===== config.mk =====
export PLATFORM = sky130hd
export DESIGN_NAME = tiny_eth_phy_rx
export DESIGN_NICKNAME = d
export VERILOG_FILES = /design/src/rtl/tiny_eth_pkg.sv /design/src/rtl/tiny_eth_sfd_det.sv /design/src/rtl/tiny_eth_phy_rx.sv
export SDC_FILE = /design/constraint.sdc
export NUM_CORES = 1
export LEC_CHECK = 0
export CAP_MARGIN = 20
export CORE_MARGIN = 1.5
export CORE_UTILIZATION = 40
export CTS_CLUSTER_DIAMETER = 120
export DETAILED_ROUTE_END_ITERATION = 6
export DONT_BUFFER_PORTS = 1
export GPL_ROUTABILITY_DRIVEN = 0
export PLACE_DENSITY_LB_ADDON = 0.05
export SLEW_MARGIN = 20
export SYNTH_ARGS = -nofsm -noshare
export SYNTH_HDL_FRONTEND = slang
export SYNTH_SLANG_ARGS = --single-unit

===== constraint.sdc =====
create_clock -name rx_clk -period 1.7 [get_ports rx_clk]
set_input_delay 0.17 -clock rx_clk [delete_from_list [all_inputs] [get_ports rx_clk]]
set_output_delay 0.17 -clock rx_clk [all_outputs]
set_load 0.05 [all_outputs]

===== src/rtl/tiny_eth_pkg.sv =====
// Shared types and constants for the tiny_eth serial receive path.
package tiny_eth_pkg;

    // Receive FSM: hunting for preamble+SFD, or assembling data words.
    typedef enum logic {
        HUNT = 1'b0,
        DATA = 1'b1
    } state_t;

    // Start-of-frame delimiter as seen in the LSB-first shift window.
    localparam logic [7:0] ETH_SFD      = 8'hD5;
    // Preamble byte value; only the bit count is used for lock.
    localparam logic [7:0] ETH_PREAMBLE = 8'h55;
    // Width of the saturating hunt counter.
    localparam int         HUNT_CNT_W   = 8;

    // Increment that sticks at all-ones instead of wrapping.
    function automatic logic [HUNT_CNT_W-1:0] sat_inc(input logic [HUNT_CNT_W-1:0] v);
        return (v == '1) ? v : v + 1'b1;
    endfunction

endpackage


===== src/rtl/tiny_eth_sfd_det.sv =====
// SFD detector: 8-bit LSB-first window plus saturating count of bits seen
// while the carrier is up. lock_o is combinational and reflects the value
// the window and counter take on the current edge, so the FSM can leave
// HUNT on the same edge that samples the last SFD bit.
module tiny_eth_sfd_det
    import tiny_eth_pkg::*;
(
    input  logic       rx_clk,
    input  logic       rst,
    input  logic       serial_in,
    input  logic       serial_dv,
    input  logic       clr,
    input  logic [7:0] min_pre,
    output logic       lock_o
);

    logic [7:0]            win;
    logic [7:0]            win_next;
    logic [HUNT_CNT_W-1:0] hunt_cnt;
    logic [HUNT_CNT_W-1:0] cnt_next;
    logic [8:0]            cnt_need;

    assign win_next = {serial_in, win[7:1]};
    assign cnt_next = sat_inc(hunt_cnt);
    // SFD bits are counted too, so the threshold is preamble plus 8.
    assign cnt_need = {1'b0, min_pre} + 9'd8;
    assign lock_o   = serial_dv && (win_next == ETH_SFD) && ({1'b0, cnt_next} >= cnt_need);

    // Window and hunt counter advance on qualified bits, clear on carrier loss or request.
    always_ff @(posedge rx_clk or posedge rst) begin
        if (rst) begin
            win      <= '0;
            hunt_cnt <= '0;
        end else if (clr || !serial_dv) begin
            win      <= '0;
            hunt_cnt <= '0;
        end else begin
            win      <= win_next;
            hunt_cnt <= cnt_next;
        end
    end

endmodule


===== src/rtl/tiny_eth_phy_rx.sv =====
// tiny_eth serial receive front-end: hunts for preamble+SFD, then packs
// LSB-first bits into DATA_W-bit words with valid/sof/eof/err strobes.
// Optional frame/error statistics counters are built when the macro
// TINY_ETH_PHY_RX_STATS_EN is defined.
// Handshake: rx_valid is a one-cycle strobe with no backpressure; the
// consumer must take rx_data (and rx_sof) in the cycle rx_valid is high.
module tiny_eth_phy_rx
    import tiny_eth_pkg::*;
#(
    parameter int DATA_W       = 4,
    parameter int MIN_PRE_BITS = 16
) (
    input  logic              rx_clk,
    input  logic              rst,
    input  logic              serial_in,
    input  logic              serial_dv,
    output logic [DATA_W-1:0] rx_data,
    output logic              rx_valid,
    output logic              rx_sof,
    output logic              rx_eof,
`ifdef TINY_ETH_PHY_RX_STATS_EN
    output logic              rx_err,
    output logic [15:0]       frame_cnt,
    output logic [15:0]       err_cnt
`else
    output logic              rx_err
`endif
);

    localparam int                CNT_W    = (DATA_W > 1) ? $clog2(DATA_W) : 1;
    localparam logic [CNT_W-1:0]  LAST_BIT = CNT_W'(DATA_W - 1);
    localparam logic [7:0]        MIN_PRE  = 8'(MIN_PRE_BITS);

    state_t              state;
    logic [DATA_W-1:0]   shreg;
    logic [DATA_W-1:0]   word_next;
    logic [CNT_W-1:0]    bit_cnt;
    logic                first_word;
    logic                lock;
    logic                det_clr;

    // New bit enters at the MSB; written as shifts so DATA_W=1 stays legal.
    assign word_next = (shreg >> 1) | (DATA_W'(serial_in) << (DATA_W - 1));
    // Detector is held clear while in DATA and on the locking edge itself.
    assign det_clr   = (state == DATA) || lock;

    tiny_eth_sfd_det u_sfd_det (
        .rx_clk    (rx_clk),
        .rst       (rst),
        .serial_in (serial_in),
        .serial_dv (serial_dv),
        .clr       (det_clr),
        .min_pre   (MIN_PRE),
        .lock_o    (lock)
    );

    // Receive FSM with word assembly and registered one-cycle strobes.
    always_ff @(posedge rx_clk or posedge rst) begin
        if (rst) begin
            state      <= HUNT;
            shreg      <= '0;
            bit_cnt    <= '0;
            first_word <= 1'b0;
            rx_data    <= '0;
            rx_valid   <= 1'b0;
            rx_sof     <= 1'b0;
            rx_eof     <= 1'b0;
            rx_err     <= 1'b0;
        end else begin
            rx_valid <= 1'b0;
            rx_sof   <= 1'b0;
            rx_eof   <= 1'b0;
            rx_err   <= 1'b0;
            case (state)
                HUNT: begin
                    if (lock) begin
                        state      <= DATA;
                        bit_cnt    <= '0;
                        shreg      <= '0;
                        first_word <= 1'b1;
                    end
                end
                DATA: begin
                    if (serial_dv) begin
                        shreg <= word_next;
                        if (bit_cnt == LAST_BIT) begin
                            rx_data    <= word_next;
                            rx_valid   <= 1'b1;
                            rx_sof     <= first_word;
                            first_word <= 1'b0;
                            bit_cnt    <= '0;
                        end else begin
                            bit_cnt <= bit_cnt + 1'b1;
                        end
                    end else begin
                        // Carrier dropped: close the frame, a partial or empty frame is an error.
                        rx_eof     <= 1'b1;
                        rx_err     <= (bit_cnt != '0) || first_word;
                        bit_cnt    <= '0;
                        first_word <= 1'b0;
                        shreg      <= '0;
                        state      <= HUNT;
                    end
                end
                default: state <= HUNT;
            endcase
        end
    end

`ifdef TINY_ETH_PHY_RX_STATS_EN
    // Count clean and errored frame ends; both wrap naturally at 16 bits.
    always_ff @(posedge rx_clk or posedge rst) begin
        if (rst) begin
            frame_cnt <= '0;
            err_cnt   <= '0;
        end else begin
            if (rx_eof && !rx_err) frame_cnt <= frame_cnt + 16'd1;
            if (rx_err)            err_cnt   <= err_cnt + 16'd1;
        end
    end
`endif

endmodule


== Word level (Yosys, flattened, before mapping) ==
Index checks and enable logic that the tools add are counted.
Storage, ports and cells
  output and inout bits: 8
  word-level logic and storage cells: 57
  register bits: 32
  bits of input ports: 4
Cells by class
  bitwise operators: 2
  $lt $le $gt $ge: 1
  equality and inequality tests: 5
  reduce and logical (&&, ||, !) cells: 9
  multiplexer cells: 27
  add/sub/neg operators: 2
Operator list (number)
  2-to-1 mux 8 bit: 3
  equality test 8 bit, second input constant: 2
  2-to-1 mux 1 bit: 15
  adder 8 x 1 -> 8 bit, second input constant: 1
  >= comparator 8 x 5 -> 1 bit, second input constant: 1
  2-to-1 mux 4 bit: 2
  one-hot mux 4 bit (2 select lines): 1
  2-to-1 mux 2 bit: 3
  bitwise OR 3 x 4 -> 4 bit: 1
  one-hot mux 1 bit (2 select lines): 2
  one-hot mux 2 bit (2 select lines): 1
  logical OR 1 bit: 3
  inequality test 3 x 2 -> 1 bit, second input constant: 1
  AND reduction 3 bit: 1
  adder 2 x 1 -> 2 bit, second input constant: 1
  equality test 2 bit, second input constant: 1
  logical AND 1 bit: 2
  inequality test 2 bit, second input constant: 1
  AND reduction 2 bit: 1
  nonzero test 2 bit: 1
  logical NOT 1 bit: 1
  inverter 1 bit: 1

== Depth between registers and ports, before layout ==
  word-level depth: 7
  depth in mapped cells: 6

== Modules after synthesis ==
Synthesis repeated with hierarchy kept, for this count alone.
Unflattened totals
  cells, all modules: 150
  area, all modules: 1620.3 um2
By module, submodules not included
  tiny_eth_sfd_det: area an instance 965.9 um2, cells an instance 97, times used 1
  tiny_eth_phy_rx: area an instance 654.4 um2, cells an instance 53, times used 1

== Least setup slack after synthesis ==
OpenSTA, ideal clock, no wires.
  path type: reg2reg
  start point: register u_sfd_det.hunt_cnt[0]
  end point: register u_sfd_det.hunt_cnt[3]
  setup time: 107 ps
  cell stages (with the launch flop): 7
  clock period less this slack: 1807 ps
  buffers on the path: 0
  slack: -107 ps
  data arrival time: 1700 ps
  required time: 1593 ps
  cells stage by stage: dfrtp_1 ha_1 nor3_1 nand3_1 a221oi_4 nor2_4 a2111oi_4
Between the ends
  word-level cells in the longest chain between the ends: 7
  elaborated cells on any way between the ends: 8
RTL lines
  start, declared: line tiny_eth_sfd_det.sv:19  | logic [HUNT_CNT_W-1:0] hunt_cnt;
  start signal, assigned: line tiny_eth_sfd_det.sv:39  | hunt_cnt <= cnt_next;
  adder 8 x 1 -> 8 bit or equality test 8 bit (tied branches): line tiny_eth_pkg.sv:19  | return (v == '1) ? v : v + 1'b1;
  2-to-1 mux 8 bit (*): line tiny_eth_pkg.sv:19
  >= comparator 8 x 5 -> 1 bit: line tiny_eth_sfd_det.sv:27  | assign lock_o = serial_dv && (win_next == ETH_SFD) && ({1'b0, cnt_next} >= cnt_need);
  logical AND 1 bit: line tiny_eth_sfd_det.sv:27
  logical OR 1 bit: line tiny_eth_phy_rx.sv:45  | assign det_clr = (state == DATA) || lock;
  logical OR 1 bit: line tiny_eth_sfd_det.sv:34  | end else if (clr || !serial_dv) begin
  2-to-1 mux 8 bit (*): line tiny_eth_sfd_det.sv:34
Every way passes the cells marked *; elsewhere a longest branch is shown, timed or not.
A chain may end at the register's enable or synchronous reset.

== Worst setup path in the final report ==
  start point: register u_sfd_det.hunt_cnt[6]
  end point: register bit_cnt[1]
Between the ends
  word-level cells in the longest chain between the ends: 5
  elaborated cells on any way between the ends: 6
RTL lines
  adder 8 x 1 -> 8 bit or equality test 8 bit (tied branches): line tiny_eth_pkg.sv:19
  2-to-1 mux 8 bit (*): line tiny_eth_pkg.sv:19
  >= comparator 8 x 5 -> 1 bit (*): line tiny_eth_sfd_det.sv:27
  logical AND 1 bit (*): line tiny_eth_sfd_det.sv:27
  inequality test 2 bit (no line) (*)
  end signal, assigned: line tiny_eth_phy_rx.sv:93  | bit_cnt <= bit_cnt + 1'b1;
  end, declared: line tiny_eth_phy_rx.sv:37  | logic [CNT_W-1:0] bit_cnt;
Marks and branches as above.

==> impl_metrics.csv <==
group,metric,value,unit
run_status,outcome,"finished, violations left",
run_status,violations,"negative setup slack",
setup_path,rr_startpoint,"u_sfd_det.hunt_cnt[6]",
clocking,cts_root_buf,"clkbuf_4",
pwr,ir_drop,0.499,mV
yosys,synth_top_family_by_area,"simple AND/OR/NAND/NOR gates",
die,die-area,3690,um^2
setup_path,worstPathCellList,"or3_1 -> a31o_1 -> a221oi_4 -> nor2_4 -> o31ai_2",
timing,setup-violations-final,17,
min_path,hp-class,"primary input to flip-flop",
pwr,power.density,711,nW/um^2
clocking,cts.path.max_buffers,2,
timing,tightest_slew,604,ps
yosys,synth-simple-area-share,20.5,%
pwr,pwr-share-clk,32.1,%
yosys,synthAdderAreaFrac,2.81,%
yosys,muxShareOfSynthArea,4.12,%
detailed_routing,viasPerCell,5.24,
detailed_routing,drt-initial-drc-count,31,
die,die_w,60.8,um
timing,finalMaxSlewViolations,0,
pwr,leakage,0.774,nW
setup_path,endpoint_kind,"flip-flop",
clocking,clock_latency,320,ps
detailed_routing,ant_nets,0,
yosys,synth_top_cell_by_area,"dfrtp_1",
detailed_routing,vias,954,
grt,grt_max_degree,17,
setup_path,critPathArrivalTime,2060,ps
timing,timing.final.crit_period,1830,ps
setup_path,crit_slowest_cell,"or3_1",
layout,antenna_cells,0,
yosys,synth_top_area_share,56.2,%
die,start_util,43.0,%
detailed_routing,post_drt_wl_per_cell,14.5,um
yosys,yosys_register_bits,30,
yosys,synth.net_count,121,
pwr,combPwrFrac,6.3,%
setup_path,cp-start-kind,"flip-flop",
yosys,synth_compound_area_share,12.7,%
layout,multi_input_area,626,um^2
pwr,p_sw,273,uW
yosys,ys_seq_area_share,56.2,%
clocking,cts_tree,"built",
setup_path,rr_worst_depth,5,
timing,holdWs,30.6,ps
setup_path,crit_start,"u_sfd_det.hunt_cnt[6]",
place,dp_hpwl,1.84,mm
setup_path,r2r-end,"bit_cnt[1]",
yosys,ys.flop_type,"dfrtp_1",
layout,finalCoreUtilization,53.7,%
yosys,synth_enable_flop_cells,0,
die,die_y,60.8,um
yosys,synth_area_leaders,"dfrtp_1 56%, mux2_2 3.4%, nor3_1 3.0%, and3_1 2.8%, ha_1 2.8%",
min_path,min_from,"serial_dv",
setup_path,rrSetupSlack,-130,ps
pwr,seqPwrFrac,61.5,%
layout,ff_latch_area,751,um^2
pwr,switching_share,23.0,%
clocking,clock_sink_count,30,
die,rows,20,
place,io_buffers,0,
layout,nFillCells,307,
yosys,synth.distinct_cells,35,
detailed_routing,wirelength,2.64,mm
timing,grt_setup_unrepaired,"yes",
layout,fin_nets,145,
detailed_routing,drc_errors,0,
setup_path,critPathRequiredTime,1930,ps
setup_path,crit_fanout,8,
pwr,p_int,911,uW
die,core-area,3100,um^2
setup_path,crit_type,"flip-flop to flip-flop",
timing,fin_ws,-128,ps
grt,overflow,0,
job,maxCapViolCount,0,
timing,hold_violations,0,
yosys,async_flop_share,100,%
timing,clock_skew,6.17,ps
setup_path,cp_slowest_stage_delay,390,ps
layout,area_growth,24.7,%
layout,drive_gt1_share,31.2,%
yosys,synth_warnings,0,
yosys,synthCells,114,
clocking,htree_num_levels,2,
grt,grt_pass1_vias,918,
timing,maxClockFrequency,547,MHz
clocking,cts_buffers,5,
yosys,synth.avg_cell_area,11.7,um^2
yosys,netlist_area,1340,um^2
yosys,synth-xor-area-share,1.31,%
grt,antenna_found_initial,0,
layout,fin_cells,182,
timing,slew_headroom,59.7,%
clocking,clk_pin_slew,90,ps
grt,grt_usage,16.9,%
detailed_routing,drtPass1Iterations,4,
grt,grt_pass1_wl,4.34,mm
setup_path,worstSetupEndpoint,"bit_cnt[1]",
place,dp.cells,169,
timing,period_share,108,%
die,io_pins,12,
[flip-flops by register name (all words and copies together), names as in the netlist]
name and cells:
rx_valid 1, rx_sof 1, bit_cnt 2, rx_data 4
state 1, u_sfd_det.hunt_cnt 8, shreg 3, first_word 1
rx_eof 1, u_sfd_det.win 7, rx_err 1
[worst min path at each step]
stage	slack, ps	cells after the start	endpoint
2_1_floorplan	240	1	rx_eof
3_3_place_gp	150	1	u_sfd_det.hunt_cnt[6]
3_5_place_dp	160	1	u_sfd_det.hunt_cnt[6]
4_1_cts	10	2	u_sfd_det.win[6]
5_1_grt	30	2	u_sfd_det.win[6]
6_report	30	2	u_sfd_det.win[6]
[what timing repair did]
item,4_1_cts,5_1_grt
setup buffers,2,1
endpoints found under the hold margin,21,0
pin swaps,9,4
gates resized for setup,10,5
setup endpoints to repair,17,18
hold buffers,3,0
[worst max-delay path: cells and delay by family, from the launching register on]
family | cells | cell delay (ps)
and+or+nand+nor | 2 | 520
DFF | 1 | 380
AOI/OAI and AO/OA | 3 | 830
[cell type report]
| class | instances | share of cell area, % |
|---|---|---|
| Inverter | 6 | 1.35 |
| Timing Repair Buffer | 19 | 9.99 |
| Multi-Input combinational cell | 76 | 37.6 |
| Clock buffer | 7 | 2.70 |
| Tap cell | 44 | 3.31 |
| Sequential cell | 30 | 45.1 |
[power groups by stage]
stage	clock (mW)	sequential [mW]	combinational [mW]
after floorplan	0	0.744	0.0358
after global placement	0	0.743	0.0642
after detailed placement	0	0.743	0.0649
after CTS	0.393	0.729	0.0767
after global routing	0.435	0.730	0.0834
final	0.380	0.729	0.0751
[through the flow]
| step | setup slack (ps) | power [mW] | setup TNS [ps] | instance area [um^2] |
|---|---|---|---|---|
| 2_1_floorplan | -32.1 | 0.780 | -156 | 1350 |
| 3_3_place_gp | -85.0 | 0.807 | -724 | 1510 |
| 3_5_place_dp | -126 | 0.808 | -1130 | 1510 |
| 4_1_cts | -80.1 | 1.20 | -741 | 1640 |
| 5_1_grt | -172 | 1.25 | -2340 | 1670 |
| 6_report | -128 | 1.18 | -1350 | 1670 |
[cell usage after synthesis, drive strengths merged, types with 2 or more instances]
cell type  number
dfrtp          30
nor3            8
and3            6
inv             6
nand2           6
nand3           6
and2            4
mux2            4
nor2            4
o21ai           4
ha              3
o2bb2ai         3
a211oi          2
a21oi           2
and4            2
clkbuf          2
nor2b           2
o31ai           2
or3             2
xnor2           2
[layout by cell type (no fill, tap or decap), types with 2 or more instances in the layout]
cell | synthesis | final
dfrtp_1 | 30 | 30
buf_4 | 0 | 14
nand2_1 | 6 | 6
inv_1 | 6 | 6
nor3_2 | 0 | 5
nand3_1 | 6 | 5
and3_1 | 6 | 5
clkbuf_4 | 0 | 5
and2_1 | 4 | 4
mux2_2 | 4 | 4
nor2_1 | 3 | 3
nor3_1 | 8 | 3
o2bb2ai_1 | 3 | 3
dlygate4sd3_1 | 0 | 3
or3_1 | 2 | 2
and4_1 | 2 | 2
a21oi_1 | 2 | 2
nor2b_1 | 2 | 2
xnor2_1 | 2 | 2
o31ai_2 | 0 | 2
o21ai_2 | 0 | 2
ha_1 | 3 | 2
clkbuf_1 | 2 | 2
[logic make-up after synthesis]
group                      Yosys count
AOI/OAI and AO/OA                   19
xor gates and xnor gates             2
adders and majority gates            3
buffers and inverters                8
DFF                                 30
muxes                                5
and+or+nand+nor                     47
[layer usage]
layer	GRT usage, %	wire length, um	share of wire, %
met1	21.9	1230	46
met2	24.9	1260	48
met3	7.46	106	4.0
met4	6.52	43	1.6
met5	0	0	0
Power figures use the tool's default switching activity.
